<file path="config.mk">
export PLATFORM = sky130hd
export DESIGN_NAME = clk_set_ctrl
export DESIGN_NICKNAME = d
export VERILOG_FILES = /design/src/rtl/clk_pkg.sv /design/src/rtl/clk_set_ctrl_debounce.sv /design/src/rtl/clk_set_ctrl.sv
export SDC_FILE = /design/constraint.sdc
export NUM_CORES = 1
export LEC_CHECK = 0
export BUFFER_PORTS_ARGS = -buffer_cell sky130_fd_sc_hd__buf_2
export CAP_MARGIN = 20
export CORE_ASPECT_RATIO = 1.5
export CORE_MARGIN = 2
export CORE_UTILIZATION = 45
export CTS_BUF_LIST = sky130_fd_sc_hd__clkbuf_4 sky130_fd_sc_hd__clkbuf_8
export CTS_CLUSTER_SIZE = 8
export DETAILED_ROUTE_END_ITERATION = 12
export PLACE_DENSITY = 0.59
export RECOVER_POWER = 100
export SYNTH_ARGS = -nofsm -noshare
export SYNTH_HDL_FRONTEND = slang
export SYNTH_HIERARCHICAL = 1
export SYNTH_SLANG_ARGS = --single-unit
</file>
<file path="constraint.sdc">
create_clock -name clk -period 4.14 [get_ports clk]
set_input_delay 0.828 -clock clk [delete_from_list [all_inputs] [get_ports clk]]
set_output_delay 0.828 -clock clk [all_outputs]
set_load 0.01 [all_outputs]
</file>
<file path="src/rtl/clk_pkg.sv">
// Shared encodings for the digital clock front-panel controller: mode states,
// blink field select codes and the helpers that map between them.
package clk_pkg;

   typedef enum logic [1:0] {
      ST_RUN    = 2'd0,
      ST_SET_MI = 2'd1,
      ST_SET_HR = 2'd2
   } state_e;

   localparam logic [1:0] SEL_NONE = 2'b00;
   localparam logic [1:0] SEL_MI   = 2'b01;
   localparam logic [1:0] SEL_HR   = 2'b10;

   function automatic state_e next_mode(input state_e st);
      case (st)
         ST_RUN:    return ST_SET_MI;
         ST_SET_MI: return ST_SET_HR;
         default:   return ST_RUN;
      endcase
   endfunction

   function automatic logic [1:0] field_sel(input state_e st);
      case (st)
         ST_SET_MI: return SEL_MI;
         ST_SET_HR: return SEL_HR;
         default:   return SEL_NONE;
      endcase
   endfunction

endpackage

</file>
<file path="src/rtl/clk_set_ctrl_debounce.sv">
// One front-panel button: 2-flop synchronizer, debounce counter, debounced level
// and a single-cycle press event on each debounced 0->1 transition.
module btn_debounce
   import clk_pkg::*;
#(
   parameter int DEBOUNCE_CYC = 20
) (
   input  logic clk,
   input  logic rst,
   input  logic btn_i,
   output logic level_o,
   output logic press_o
);

   localparam int CW = $clog2(DEBOUNCE_CYC + 1);
   localparam logic [CW-1:0] CNT_LAST = CW'(DEBOUNCE_CYC - 1);

   logic          meta_q;
   logic          sync_q;
   logic          level_q, level_d;
   logic          press_q, press_d;
   logic [CW-1:0] cnt_q, cnt_d;

   // The count only runs while the synchronized input disagrees with the
   // debounced level; a single agreeing sample (a bounce) clears it.
   always_comb begin
      cnt_d   = '0;
      level_d = level_q;
      press_d = 1'b0;
      if (sync_q != level_q) begin
         if (cnt_q == CNT_LAST) begin
            level_d = sync_q;
            press_d = sync_q;
         end else begin
            cnt_d = cnt_q + 1'b1;
         end
      end
   end

   always_ff @(posedge clk or negedge rst) begin
      if (!rst) begin
         meta_q  <= 1'b0;
         sync_q  <= 1'b0;
         cnt_q   <= '0;
         level_q <= 1'b0;
         press_q <= 1'b0;
      end else begin
         meta_q  <= btn_i;
         sync_q  <= meta_q;
         cnt_q   <= cnt_d;
         level_q <= level_d;
         press_q <= press_d;
      end
   end

   assign level_o = level_q;
   assign press_o = press_q;

endmodule

</file>
<file path="src/rtl/clk_set_ctrl.sv">
// Front-panel time-set controller: RUN/SET_MI/SET_HR mode FSM with auto-repeat
// of up/down, idle timeout back to RUN and a blink request for the edited field.
module clk_set_ctrl
   import clk_pkg::*;
#(
   parameter int DEBOUNCE_CYC = 20,
   parameter int REPEAT_DLY   = 50,
   parameter int REPEAT_RATE  = 10,
   parameter int TIMEOUT_CYC  = 1000,
   parameter int BLINK_HALF   = 25
) (
   input  logic       clk,
   input  logic       rst,
   input  logic       btn_mode,
   input  logic       btn_up,
   input  logic       btn_down,
   output logic       enable_cnt_mi,
   output logic       increase_mi,
   output logic       decrease_mi,
   output logic       enable_cnt_h,
   output logic       increase_h,
   output logic       decrease_h,
   output logic       blink,
   output logic [1:0] blink_sel
);

   localparam int TW = $clog2(TIMEOUT_CYC + 1);
   localparam int RW = $clog2(REPEAT_DLY + 1);
   localparam int BW = $clog2(BLINK_HALF + 1);

   localparam logic [TW-1:0] TMO_LAST   = TW'(TIMEOUT_CYC - 1);
   localparam logic [RW-1:0] RPT_LAST   = RW'(REPEAT_DLY - 1);
   localparam logic [RW-1:0] RPT_RELOAD = RW'(REPEAT_DLY - REPEAT_RATE);
   localparam logic [BW-1:0] BLK_LAST   = BW'(BLINK_HALF - 1);

   logic mode_ev, up_ev, dn_ev;
   logic unused_mode_lvl, up_lvl, dn_lvl;

   btn_debounce #(.DEBOUNCE_CYC(DEBOUNCE_CYC)) u_db_mode (
      .clk     (clk),
      .rst     (rst),
      .btn_i   (btn_mode),
      .level_o (unused_mode_lvl),
      .press_o (mode_ev)
   );

   btn_debounce #(.DEBOUNCE_CYC(DEBOUNCE_CYC)) u_db_up (
      .clk     (clk),
      .rst     (rst),
      .btn_i   (btn_up),
      .level_o (up_lvl),
      .press_o (up_ev)
   );

   btn_debounce #(.DEBOUNCE_CYC(DEBOUNCE_CYC)) u_db_down (
      .clk     (clk),
      .rst     (rst),
      .btn_i   (btn_down),
      .level_o (dn_lvl),
      .press_o (dn_ev)
   );

   state_e        state_q, state_d;
   logic [TW-1:0] tmo_q, tmo_d;
   logic [RW-1:0] rpt_q, rpt_d;
   logic          armed_q, armed_d;
   logic          rpt_up_q, rpt_up_d;
   logic [BW-1:0] blk_cnt_q, blk_cnt_d;
   logic          blink_q, blink_d;
   logic          en_mi_q, en_h_q;
   logic          inc_mi_q, dec_mi_q, inc_h_q, dec_h_q;
   logic [1:0]    sel_q;
   logic          any_ev, both_held, chg;
   logic          fire_up, fire_dn;

   // Mode transitions and idle timeout; a mode event always takes priority.
   always_comb begin
      any_ev    = mode_ev | up_ev | dn_ev;
      both_held = up_lvl & dn_lvl;
      state_d   = state_q;
      tmo_d     = '0;
      if (mode_ev) begin
         state_d = next_mode(state_q);
      end else if (state_q != ST_RUN && !any_ev) begin
         if (tmo_q >= TMO_LAST) begin
            state_d = ST_RUN;
         end else begin
            tmo_d = tmo_q + 1'b1;
         end
      end
      chg = (state_d != state_q);
   end

   // Auto-repeat: a fresh press arms the held direction; any mode change, RUN,
   // release or both buttons down disarms it until the next press event.
   always_comb begin
      fire_up  = 1'b0;
      fire_dn  = 1'b0;
      armed_d  = armed_q;
      rpt_up_d = rpt_up_q;
      rpt_d    = rpt_q;
      if (chg || both_held || state_q == ST_RUN) begin
         armed_d = 1'b0;
         rpt_d   = '0;
      end else if (up_ev) begin
         fire_up  = 1'b1;
         armed_d  = 1'b1;
         rpt_up_d = 1'b1;
         rpt_d    = '0;
      end else if (dn_ev) begin
         fire_dn  = 1'b1;
         armed_d  = 1'b1;
         rpt_up_d = 1'b0;
         rpt_d    = '0;
      end else if (armed_q && (rpt_up_q ? up_lvl : dn_lvl)) begin
         if (rpt_q == RPT_LAST) begin
            fire_up = rpt_up_q;
            fire_dn = !rpt_up_q;
            rpt_d   = RPT_RELOAD;
         end else begin
            rpt_d = rpt_q + 1'b1;
         end
      end else begin
         armed_d = 1'b0;
         rpt_d   = '0;
      end
   end

   always_comb begin
      blk_cnt_d = '0;
      blink_d   = 1'b0;
      if (!chg && state_q != ST_RUN) begin
         if (blk_cnt_q == BLK_LAST) begin
            blink_d = ~blink_q;
         end else begin
            blk_cnt_d = blk_cnt_q + 1'b1;
            blink_d   = blink_q;
         end
      end
   end

   // Outputs decode from the next state so enables follow the mode event by one cycle.
   always_ff @(posedge clk or negedge rst) begin
      if (!rst) begin
         state_q   <= ST_RUN;
         tmo_q     <= '0;
         rpt_q     <= '0;
         armed_q   <= 1'b0;
         rpt_up_q  <= 1'b0;
         blk_cnt_q <= '0;
         blink_q   <= 1'b0;
         en_mi_q   <= 1'b1;
         en_h_q    <= 1'b1;
         inc_mi_q  <= 1'b0;
         dec_mi_q  <= 1'b0;
         inc_h_q   <= 1'b0;
         dec_h_q   <= 1'b0;
         sel_q     <= SEL_NONE;
      end else begin
         state_q   <= state_d;
         tmo_q     <= tmo_d;
         rpt_q     <= rpt_d;
         armed_q   <= armed_d;
         rpt_up_q  <= rpt_up_d;
         blk_cnt_q <= blk_cnt_d;
         blink_q   <= blink_d;
         en_mi_q   <= (state_d == ST_RUN);
         en_h_q    <= (state_d != ST_SET_HR);
         inc_mi_q  <= fire_up && (state_q == ST_SET_MI);
         dec_mi_q  <= fire_dn && (state_q == ST_SET_MI);
         inc_h_q   <= fire_up && (state_q == ST_SET_HR);
         dec_h_q   <= fire_dn && (state_q == ST_SET_HR);
         sel_q     <= field_sel(state_d);
      end
   end

   assign enable_cnt_mi = en_mi_q;
   assign enable_cnt_h  = en_h_q;
   assign increase_mi   = inc_mi_q;
   assign decrease_mi   = dec_mi_q;
   assign increase_h    = inc_h_q;
   assign decrease_h    = dec_h_q;
   assign blink         = blink_q;
   assign blink_sel     = sel_q;

endmodule

</file>
Word-level counts from Yosys, hierarchy flattened --
Index checks and enable logic that the tools add are counted.
Word-level totals: output and inout port bits 9, input port bits 5, register bits 61, word-level logic and storage cells 123
Cells by class: bitwise logic cells 5, multiplexer cells 46, eq/ne operators 16, reductions and logical operators 20, order comparisons 1, add/subtract/negate cells 6
Operator list (count):
- two-way mux 5 bit | 8
- two-way mux 10 bit | 3
- two-way mux 6 bit | 5
- two-way mux 1 bit | 25
- adder 5 x 1 -> 5 bit (second input constant) | 4
- == test 5 bit (second input constant) | 4
- adder 10 x 1 -> 10 bit (second input constant) | 1
- >= comparator 10 bit (second input constant) | 1
- case mux 2 bit (2 select lines) | 2
- AND reduction 2 bit | 4
- logical AND 1 bit | 7
- adder 6 x 1 -> 6 bit (second input constant) | 1
- == test 6 bit (second input constant) | 1
- two-way mux 2 bit | 3
- == test 2 x 1 -> 1 bit (second input constant) | 2
- == test 2 bit (second input constant) | 2
- zero test 2 bit | 2
- inequality test 4 x 2 -> 1 bit (second input constant) | 1
- nonzero test 2 bit | 2
- zero test 1 bit | 3
- inequality test 1 bit | 3
- logical OR 1 bit | 2
- inequality test 2 x 1 -> 1 bit (second input constant) | 1
- inequality test 2 bit | 1
- other kinds (4) | 6

Logic depth before layout (Yosys ltp) --
Gate-level depths: netlist (run 1).
depth in word-level cells 11, mapped depth 6, gate-level depth less buffers 6

Modules after synthesis --
The synthesis (run 1) kept the hierarchy.
By module, submodules not included:
- clk_set_ctrl | area each 1631.6 um2, times used 1, cells each 157
- btn_debounce | area each 386.6 um2, times used 3, cells each 29

Worst setup path after synthesis (run 1) --
Ideal clock, no wire load.
path kind reg-to-reg, start point register tmo_q[0], end point register dec_h_q (netlist: decrease_h), required time 4.068 ns, slack 2.355 ns, library setup time 0.072 ns, cell stages (with the launch flop) 6, data arrival time 1.714 ns, clock period less this slack 1.785 ns, cell sequence dfrtp_1 -> ha_1 -> a211o_1 -> a41o_4 -> a2111o_1 -> nor2_1
On the way: word-level cells in the longest chain between the ends 9
Ends and longest elaborated chain:
- start, declared | line clk_set_ctrl.sv:64 | logic [TW-1:0] tmo_q, tmo_d;
- start signal, assigned | line clk_set_ctrl.sv:161 | tmo_q <= tmo_d;
- >= comparator 10 bit | line clk_set_ctrl.sv:85 | if (tmo_q >= TMO_LAST) begin
- two-way mux 2 bit | line clk_set_ctrl.sv:85
- two-way mux 2 bit | line clk_set_ctrl.sv:84 | end else if (state_q != ST_RUN && !any_ev) begin
- two-way mux 2 bit | line clk_set_ctrl.sv:82 | if (mode_ev) begin
- inequality test 2 bit | line clk_set_ctrl.sv:91 | chg = (state_d != state_q);
- logical OR 1 bit (2 in a row) | line clk_set_ctrl.sv:102 | if (chg || both_held || state_q == ST_RUN) begin
- two-way mux 1 bit | line clk_set_ctrl.sv:102
- logical AND 1 bit | line clk_set_ctrl.sv:172 | dec_h_q <= fire_dn && (state_q == ST_SET_HR);
- end signal, assigned | line clk_set_ctrl.sv:172
- end, declared | line clk_set_ctrl.sv:71 | logic inc_mi_q, dec_mi_q, inc_h_q, dec_h_q;
Every way passes these cells. A chain may end at the register's enable or synchronous reset.

==> summary.txt, run 1 <==
Power
  • Clock power share: 0.472
  • Pleak: 1.27 nW
  • Switching pwr: 0.258 mW
  • Sw frac: 0.212
  • Seq pwr share: 0.503
  • Comb pwr share: 0.025
  • Max IR drop VDD: 220 uV
  • Internal power: 0.961 mW
  • Pwr/cell area: 394 nW/um^2

Route
  • Starting DRT DRC Count: 77
  • Via density: 5.12
  • Post-DRT Antenna Nets: 0
  • WL/cell: 13.1 um
  • DRT Pass-1 Iters: 4
  • Via Count: 1771
  • DRC: 0
  • Routed WL: 4530 um

Logic synthesis
  • Mapped cell area: 2790 um^2
  • Ys async rst share: 1.00
  • Post-Synthesis Cells: 244
  • Area share of the largest cell type after synthesis: 0.529
  • Number of synthesized flops with an enable pin: 0
  • Yosys cell types: 42
  • Number of synthesized register bits: 61
  • Area contributors post-synth: dfrtp_1, xnor2_1, nor2_1
  • Synth area leader: dfrtp_1
  • Syn_nets: 257
  • Register area share after synthesis: 0.548
  • Post-synth top flop: dfrtp_1
  • Syn_area_per_cell: 11.4 um^2
  • Synth warn: 6

Floorplanning
  • Die height: 100 um
  • Core Area: 6090 um^2
  • Die width: 68.3 um
  • Initial core utilization: 0.459
  • I/O pins: 14
  • Die area: 6860 um^2
  • Number of core rows: 35

Place
  • Hpwl dp: 3170 um
  • DP Worst Slack: 2.07 ns
  • GPL Wtd Cong: 0.740
  • Port Buffers: 13

Clock network
  • Total clock sinks: 61
  • Setup Fix Bufs, Post-CTS: 0
  • Clk_lat worst skew: 0.33 ns
  • Resized Gates After CTS: 0
  • CTS clk-pin slew, worst paths: 0.07 ns
  • Root buf cell: clkbuf_8
  • CTS tree: yes
  • CTS Buffer Depth: 2
  • H-tree level count: 3
  • CTS Hold Buffers Added: 0
  • CTS buffer count: 9

Worst setup path
  • Critical Path Source Type: primary input
  • Crit Path Class: in2async
  • Critical Path AT: 2.87 ns
  • CP Buf/Inv Count: 2
  • Worst path required time: 4.59 ns
  • Crit path cell chain: clkbuf_1, buf_4
  • Worst Setup End Kind: async pin
  • Top delay family on crit path: buffers and inverters
  • Reg2Reg Setup Slack: 2.10 ns
  • CP peak stage delay: 1.52 ns
  • Critical Path Fanout Max: 43
  • Critical path's slowest cell: clkbuf_1

Worst hold path
  • Min-delay worst type: reg2reg

Final layout
  • Area Growth Syn to Fin: 11.0%
  • Register Area: 1530 um^2
  • Fillers: 559
  • Multi-input gate area: 1160 um^2
  • Final core occ: 0.509
  • NumNets Final: 280
  • Layout cells sized above 1: 0.140
  • ANT cells: 0

Timing
  • Final Slew Violations: 44
  • Clk_skew: 0.00829 ns
  • Hold_ws: 0.361 ns
  • Tmin final: 2.42 ns
  • Final hold vios: 0
  • Post-route setup slack: 1.72 ns
  • Final Setup Violations: 0
  • Relative slew slack: -0.448
  • Crit share post-route: 0.584
  • Worst slew pin tran: 2.17 ns
  • Setup Total Neg Slack: 0 ns
  • Unrepaired setup endpoints after global routing: no
  • Max Fclk: 414 MHz

Job
  • Max Cap Viol: 1

Global routing
  • Global-route wire length before repair: 7810 um
  • Initial antenna violation count: 0
  • Vias in the first global route: 1700
  • Largest net degree at the start of global routing: 44
  • GRT Total Usage: 0.156
  • GRT overflow: 0

Status
  • Failing checks: max-capacitance violations, max-slew violations
  • Status: finished, violations left
stage by stage:
stage / cells / instance area (um^2) / power [mW]
after floorplan: 244 / 2790 / 0.639
after global placement: 330 / 2950 / 0.658
after detailed placement: 330 / 2950 / 0.658
after CTS: 346 / 3170 / 1.24
after global routing: 346 / 3100 / 1.27
final: 346 / 3100 / 1.22
power by group through the flow:
stage	clock network (mW)	registers [mW]	logic, mW
after floorplan	0	0.624	0.0154
after global placement	0	0.625	0.0324
after detailed placement	0	0.626	0.0327
after CTS	0.594	0.614	0.0329
after global routing	0.619	0.615	0.0359
final	0.576	0.614	0.0301
area by class of cell:
class / count / share of cell area
Clock inverter: 6 / 0.0283
Sequential cell: 61 / 0.494
Multi-Input combinational cell: 170 / 0.373
Timing Repair Buffer: 14 / 0.0194
Inverter: 11 / 0.0133
Tap cell: 74 / 0.0299
Clock buffer: 10 / 0.0424
flip-flops by register name (all words and copies together) (netlist names), 2 cells and up:
signal and cells:
blink_sel 2, blk_cnt_q 5, rpt_q 6, state_q 2, tmo_q 10, u_db_down/cnt_q 5
u_db_mode/cnt_q 5, u_db_up/cnt_q 5
cell families after synthesis:
kind of cell / count (synthesis) / synth area share
flops: 61 / 0.548
compound gates: 31 / 0.0784
buf+inv: 13 / 0.0179
mux: 4 / 0.0202
fa+ha+maj: 8 / 0.0359
xor+xnor: 19 / 0.0596
simple gates: 108 / 0.240
layer usage:
layer  track usage  up-vias  share of wire  routed length, um
met5             0        -              0                  0
met4        0.0923        0          0.026                119
met3        0.0436       10          0.024                110
met2         0.237       13           0.49               2220
met1         0.195      855           0.46               2080
li1              -      893              -                  -
Yosys cell counts, types with 4 or more instances:
cell type  instances
a21oi_1            8
dfrtp_1           59
o21ai_0            8
nor2_1            27
nand3b_1          11
nand2_1           15
ha_1               8
xnor2_1           12
xor2_1             7
nand3_1           10
and2b_2            4
nor3_1            11
inv_1             11
a31oi_1            5
nand4b_1           4
path summary, 6_finish.rpt:
check / from / end / cells after the start
hold reg to reg: u_db_mode/meta_q / u_db_mode/sync_q / 0
setup reg to reg: tmo_q[0] / rpt_q[2] / 5
hold / removal: u_db_mode/meta_q / u_db_mode/sync_q / 0
min in group asynchronous: rst / u_db_mode/cnt_q[3] / 1
max in group clk: tmo_q[0] / rpt_q[2] / 5
setup / recovery: rst / enable_cnt_h / 2
placed cells by master (no fill, tap or decap), types with 3 or more instances in the layout:
cell type	n
xor2_1	7
mux2_4	3
nor2_1	27
clkbuf_1	10
dfrtp_1	59
nor4bb_1	3
nor2b_1	3
nand4b_1	4
clkinvlp_4	3
ha_1	8
xnor2_1	12
and3b_2	3
nor3_1	14
inv_1	11
a31oi_1	5
buf_2	3
nand2_1	15
clkbuf_8	9
nand3b_1	11
a21oi_1	8
o21ai_0	8
and2b_2	4
nand3_1	10
nand2b_4	3
nand2b_1	3
Power figures use the tool's default switching activity.
==> inputs of run 2 (changes only) <==
- ABC_AREA: default -> 1
- PLACE_DENSITY: 0.59 -> 0.61
- clock period: 4.14 -> 2 ns (I/O delays scaled with it)
==> run 2 against run 1 <==
The run now ends clean. Core utilization up 1.5 points. Sequential power up 110%. Global-route usage up 0.10 points. Non-clock buffer count unchanged. Via count up 6.5%. Die area down 2.1%. Clock skew about the same. Setup slack worse by 1.3 ns. Synthesized cell count up 19%. Power up 100%. Critical path type is now reg2reg. Largest cell class unchanged.
==> summary.txt, run 2 <==
Power
  • Internal power: 1.98 mW
  • Pleak: 1.44 nW
  • Sw frac: 0.199
  • Max IR drop VDD: 451 uV
  • Total power draw: 2.47 mW
  • Seq pwr share: 0.516
  • Pwr/cell area: 810 nW/um^2
  • Clock power share: 0.456
  • Switching pwr: 0.493 mW
  • Comb pwr share: 0.028

Route
  • Post-DRT Antenna Nets: 0
  • Via density: 4.81
  • Routed WL: 4340 um
  • DRC: 0
  • WL/cell: 11.1 um
  • Via Count: 1887
  • Starting DRT DRC Count: 93
  • DRT Pass-1 Iters: 4

Timing
  • Final hold vios: 0
  • Tmin final: 1.62 ns
  • Worst slew pin tran: 1.42 ns
  • Crit share post-route: 0.809
  • Setup Total Neg Slack: 0 ns
  • Hold_ws: 0.181 ns
  • Relative slew slack: 0.0522
  • Post-route setup slack: 0.382 ns
  • Clk_skew: 0.00820 ns
  • Unrepaired setup endpoints after global routing: no
  • Final Setup Violations: 0
  • Final Slew Violations: 0
  • Max Fclk: 618 MHz

Logic synthesis
  • Syn_area_per_cell: 9.41 um^2
  • Mapped cell area: 2730 um^2
  • Ys async rst share: 1.00
  • Number of synthesized register bits: 61
  • Area contributors post-synth: dfrtp_1, nor2_1, inv_1
  • Syn_nets: 303
  • Area share of the largest cell type after synthesis: 0.541
  • Post-synth top flop: dfrtp_1
  • Most instantiated cells after synthesis: dfrtp_1, nor2_1, inv_1
  • Synth warn: 6
  • Most numerous cell in the Yosys netlist: dfrtp_1
  • Yosys cell types: 29
  • Post-Synthesis Cells: 290
  • Synth area leader: dfrtp_1
  • Register area share after synthesis: 0.560
  • Number of synthesized flops with an enable pin: 0

Worst setup path
  • Critical Path AT: 1.88 ns
  • Critical Path Fanout Max: 5
  • Crit path cell chain: nor2_1, nand2_1, nor2_1, nand3_1, a22oi_2, clkinv_1, nor2_2
  • Critical path's slowest cell: dfrtp_1
  • Worst Setup End Kind: flip-flop
  • Crit Path Class: reg2reg
  • CP peak stage delay: 0.42 ns
  • Most common cell on crit path: nor2_1
  • Worst path required time: 2.26 ns
  • Critical Path Source Type: flip-flop

Final layout
  • Largest registers: tmo_q (10), rpt_q (6)
  • Top reg by flops: tmo_q
  • NumNets Final: 328
  • Fillers: 539
  • Most common cell after layout, fill and taps aside: dfrtp_1
  • Layout cells sized above 1: 0.125
  • Final instance count without filler cells: 392
  • Max reg flops: 10
  • Multi-input gate area: 997 um^2
  • Area Growth Syn to Fin: 11.8%
  • Final core occ: 0.524
  • Register Area: 1530 um^2
  • Final Instance Area: 3050 um^2
  • Commonest cells after routing, fill and taps aside: dfrtp_1, nand2_1, nor2_1, inv_1, nand3_1
  • ANT cells: 0

Clock network
  • CTS tree: yes
  • CTS clk-pin slew, worst paths: 0.06 ns
  • Clk_lat worst skew: 0.33 ns
  • Total clock sinks: 61
  • CTS Hold Buffers Added: 0
  • CTS buffer count: 9
  • Resized Gates After CTS: 0
  • Setup Fix Bufs, Post-CTS: 0
  • CTS Buffer Depth: 2
  • Root buf cell: clkbuf_8
  • H-tree level count: 3

Place
  • Port Buffers: 13
  • DP Worst Slack: 0.472 ns
  • Post-Place Cells: 376
  • Placed inst area: 2910 um^2
  • Hpwl dp: 3140 um
  • GPL Wtd Cong: 0.754

Floorplanning
  • I/O pins: 14
  • Number of core rows: 34
  • Die height: 99.4 um
  • Core Area: 5830 um^2
  • Die width: 67.6 um
  • Die area: 6720 um^2
  • Initial core utilization: 0.468

Global routing
  • GRT Total Usage: 0.157
  • Initial antenna violation count: 0
  • Global-route wire length before repair: 7890 um
  • Vias in the first global route: 1870
  • Largest net degree at the start of global routing: 62
  • GRT overflow: 0

Status
  • Status: complete, no violations

Worst hold path
  • Min-delay worst type: in2reg

Job
  • Max Cap Viol: 0
run 2: cell types whose count changed in the layout (fill, tap and decap cells not counted), sizes merged, moves of 5 or more:
cell    delta
a31oi      -5
clkbuf     +5
inv       +32
nand2     +33
nand2b     -6
nand3      +9
nand3b    -11
nand4      +9
nor2      +27
xnor2      -7
run 2: worst paths after layout:
| kind | slack, ns | cells past startpoint | end | from |
|---|---|---|---|---|
| hold reg to reg | 0.35 | 0 | u_db_down/sync_q | u_db_down/meta_q |
| setup / recovery | 0.38 | 7 | enable_cnt_mi | u_db_mode/press_o |
| max in group asynchronous | 0.64 | 2 | rpt_q[3] | rst |
| min in group asynchronous | 0.49 | 2 | blink_sel[1] | rst |
| hold / removal | 0.18 | 1 | u_db_mode/meta_q | btn_mode |
| setup reg to reg | 0.38 | 7 | enable_cnt_mi | u_db_mode/press_o |
run 2: layout make-up:
type                            instances  area share
Sequential cell                        61       0.501
Clock inverter                          1     0.00984
Clock buffer                           15      0.0595
Inverter                               44      0.0541
Tap cell                               72      0.0295
Timing Repair Buffer                   14      0.0193
Multi-Input combinational cell        185       0.327
run 2: critical path, delay by kind of cell (launching register included):
family	cells	cell delay [ns]
buffers and inverters	1	0.13
and+or+nand+nor	5	0.72
DFF	1	0.42
AOI/OAI and AO/OA	1	0.27
run 2: power groups by stage:
stage / logic (mW) / clock network (mW) / registers, mW
final: 0.0688 / 1.13 / 1.27
after global routing: 0.0838 / 1.23 / 1.28
after CTS: 0.0790 / 1.17 / 1.27
after detailed placement: 0.0790 / 0 / 1.30
after global placement: 0.0778 / 0 / 1.30
after floorplan: 0.0394 / 0 / 1.29
run 2: metal layers:
| metal | GRT usage | share of wire | vias to the layer above |
|---|---|---|---|
| met5 | 0 | 0 | - |
| met4 | 0.0659 | 0.018 | 0 |
| met3 | 0.0543 | 0.033 | 6 |
| met2 | 0.259 | 0.52 | 25 |
| met1 | 0.181 | 0.43 | 889 |
| li1 | - | - | 967 |
run 2: cell families after synthesis:
| kind of cell | share of synthesized area |
|---|---|
| AND/OR/NAND/NOR | 0.253 |
| flip-flops | 0.560 |
| buffers and inverters | 0.0605 |
| AO/OA/AOI/OAI | 0.0454 |
| XOR/XNOR | 0.0449 |
| adder cells (fa/ha/maj) | 0.0367 |
==> inputs of run 3 (changes only) <==
- ABC_AREA: 1 -> 0
- PLACE_DENSITY: 0.61 -> 0.59
- clock period: 2 -> 1.6 ns (I/O delays scaled with it)
==> run 3 against run 2 <==
Sequential power is 25% higher. First-iteration DRC count is 16% lower. Via count shrank 0.90%. Final cell count decreased by 7.7%. Sequential cell count did not move. Routed wire length rose by 11%. Fmax grew 3.3%. Clock skew fell by 0.00096 ns. Sequential share of layout area down 3.6 points. Critical path type unchanged. Largest power group unchanged.
==> summary.txt, run 3 (same netlist as run 1, synthesis figures left out) <==
Clock network
  • Total clock sinks: 61
  • Clk_lat worst skew: 0.33 ns
  • CTS Buffer Depth: 2
  • CTS clk-pin slew, worst paths: 0.06 ns
  • Root buf cell: clkbuf_8
  • CTS buffer count: 9
  • CTS tree: yes
  • H-tree level count: 3

Timing
  • Post-route setup slack: 0.0333 ns
  • Clk_skew: 0.00724 ns
  • Hold_ws: 0.0908 ns
  • Tmin final: 1.57 ns
  • Relative slew slack: 0.394
  • Worst slew pin tran: 0.910 ns
  • Max Fclk: 638 MHz
  • Crit share post-route: 0.979
  • Unrepaired setup endpoints after global routing: yes
  • Setup Total Neg Slack: 0 ns
  • Final Setup Violations: 0
  • Final Slew Violations: 0
  • Final hold vios: 0

Power
  • Internal power: 2.26 mW
  • Comb pwr share: 0.032
  • Switching pwr: 0.640 mW
  • Clock power share: 0.421
  • Seq pwr share: 0.547
  • Pleak: 1.36 nW
  • Pwr/cell area: 884 nW/um^2
  • Max IR drop VDD: 605 uV
  • Sw frac: 0.221

Final layout
  • Final Instance Area: 3280 um^2
  • Max reg flops: 10
  • ANT cells: 0
  • NumNets Final: 296
  • Most common cell after layout, fill and taps aside: dfrtp_1
  • Largest registers: tmo_q (10), rpt_q (6)
  • Commonest cells after routing, fill and taps aside: dfrtp_1, nor2_1, nand2_1, buf_4
  • Layout cells sized above 1: 0.212
  • Area Growth Syn to Fin: 17.7%
  • Top reg by flops: tmo_q
  • Final instance count without filler cells: 362

Worst setup path
  • Crit Path Class: reg2reg
  • Critical path's slowest cell: dfrtp_1
  • CP peak stage delay: 0.41 ns
  • Critical Path Source Type: flip-flop
  • Reg2Reg Setup Slack: 0.03 ns
  • Worst Setup End Kind: flip-flop
  • Critical Path Fanout Max: 3
  • Critical R2R Launch: tmo_q[1]
  • R2r endpoint: decrease_mi
  • R2R cell count: 5
  • Top delay family on crit path: compound AO/OA/AOI/OAI gates
  • Critical Path AT: 1.83 ns
  • CP Buf/Inv Count: 0
  • Worst path required time: 1.87 ns
  • Crit path cell chain: ha_4, a211o_1, a41o_4, a2111o_1, nor2_1

Global routing
  • Vias in the first global route: 1837
  • Initial antenna violation count: 0
  • GRT overflow: 0
  • Global-route wire length before repair: 8220 um
  • Largest net degree at the start of global routing: 26
  • GRT Total Usage: 0.161

Route
  • DRT Pass-1 Iters: 4
  • Via density: 5.17
  • Post-DRT Antenna Nets: 0
  • DRC: 0
  • WL/cell: 13.3 um
  • Via Count: 1870
  • Routed WL: 4810 um
  • Starting DRT DRC Count: 78

Place
  • GPL Wtd Cong: 0.762
  • Hpwl dp: 3310 um
  • Placed inst area: 3080 um^2
  • Port Buffers: 13
  • DP Worst Slack: 0.0163 ns
  • Post-Place Cells: 343

Worst hold path
  • Min-delay worst type: in2reg
  • Hold depth: 1
  • End of the worst hold path: u_db_up/meta_q
  • Hold wc startpoint: btn_up

Floorplanning
  • Number of core rows: 35
  • I/O pins: 14
  • Core Area: 6090 um^2
  • Die area: 6860 um^2
  • Initial core utilization: 0.459
  • Die height: 100 um
  • Die width: 68.3 um

Status
  • Status: complete, no violations

Job
  • Max Cap Viol: 0
-- run 3: how the worst max path moves through the flow --
| stage | startpoint | endpoint | slack, ns | cells after the start |
|---|---|---|---|---|
| 6_report | tmo_q[1] | decrease_mi | 0.03 | 5 |
| 5_1_grt | tmo_q[1] | decrease_mi | -0.05 | 5 |
| 4_1_cts | tmo_q[1] | rpt_q[2] | 0.002 | 6 |
| 3_5_place_dp | rpt_q[1] | decrease_h | 0.02 | 6 |
| 3_3_place_gp | rpt_q[1] | decrease_h | 0.05 | 6 |
| 2_1_floorplan | tmo_q[0] | decrease_h | 0.05 | 5 |
-- run 3: through the flow --
stage | total power, mW | utilization
2_1_floorplan | 1.65 | -
3_3_place_gp | 1.71 | 0.506
3_5_place_dp | 1.71 | 0.506
4_1_cts | 2.96 | 0.539
5_1_grt | 3.04 | 0.540
6_report | 2.90 | 0.540
-- run 3: what timing repair did --
action,CTS,global route
hold buffers,1,0
pin swaps,0,2
setup endpoints to repair,1,13
resized for setup,1,7
endpoints found under the hold margin,12,0
buffers inserted,0,2
-- run 3: area by class of cell --
class | count | area, um^2
sequential | 61 | 1530
clock inverter | 4 | 22.5
timing repair buffer | 30 | 211
inverter | 11 | 41.3
clock buffer | 12 | 159
tap | 74 | 92.6
multi-input combinational | 170 | 1230
fill | 547 | 2800
-- run 3: metal layers --
layer,GRT usage,wire (um),vias to the layer above
met5,0,0,-
li1,-,-,926
met4,0.0831,88,0
met3,0.0436,114,8
met1,0.192,2200,918
met2,0.261,2410,18
-- run 3: power by group through the flow --
| stage | Combinational, mW | Sequential (mW) | Clock (mW) |
|---|---|---|---|
| CTS | 0.0986 | 1.59 | 1.27 |
| floorplan | 0.0400 | 1.61 | 0 |
| global placement | 0.0943 | 1.62 | 0 |
| detailed placement | 0.0961 | 1.62 | 0 |
| finish | 0.0917 | 1.59 | 1.22 |
| global route | 0.108 | 1.59 | 1.35 |
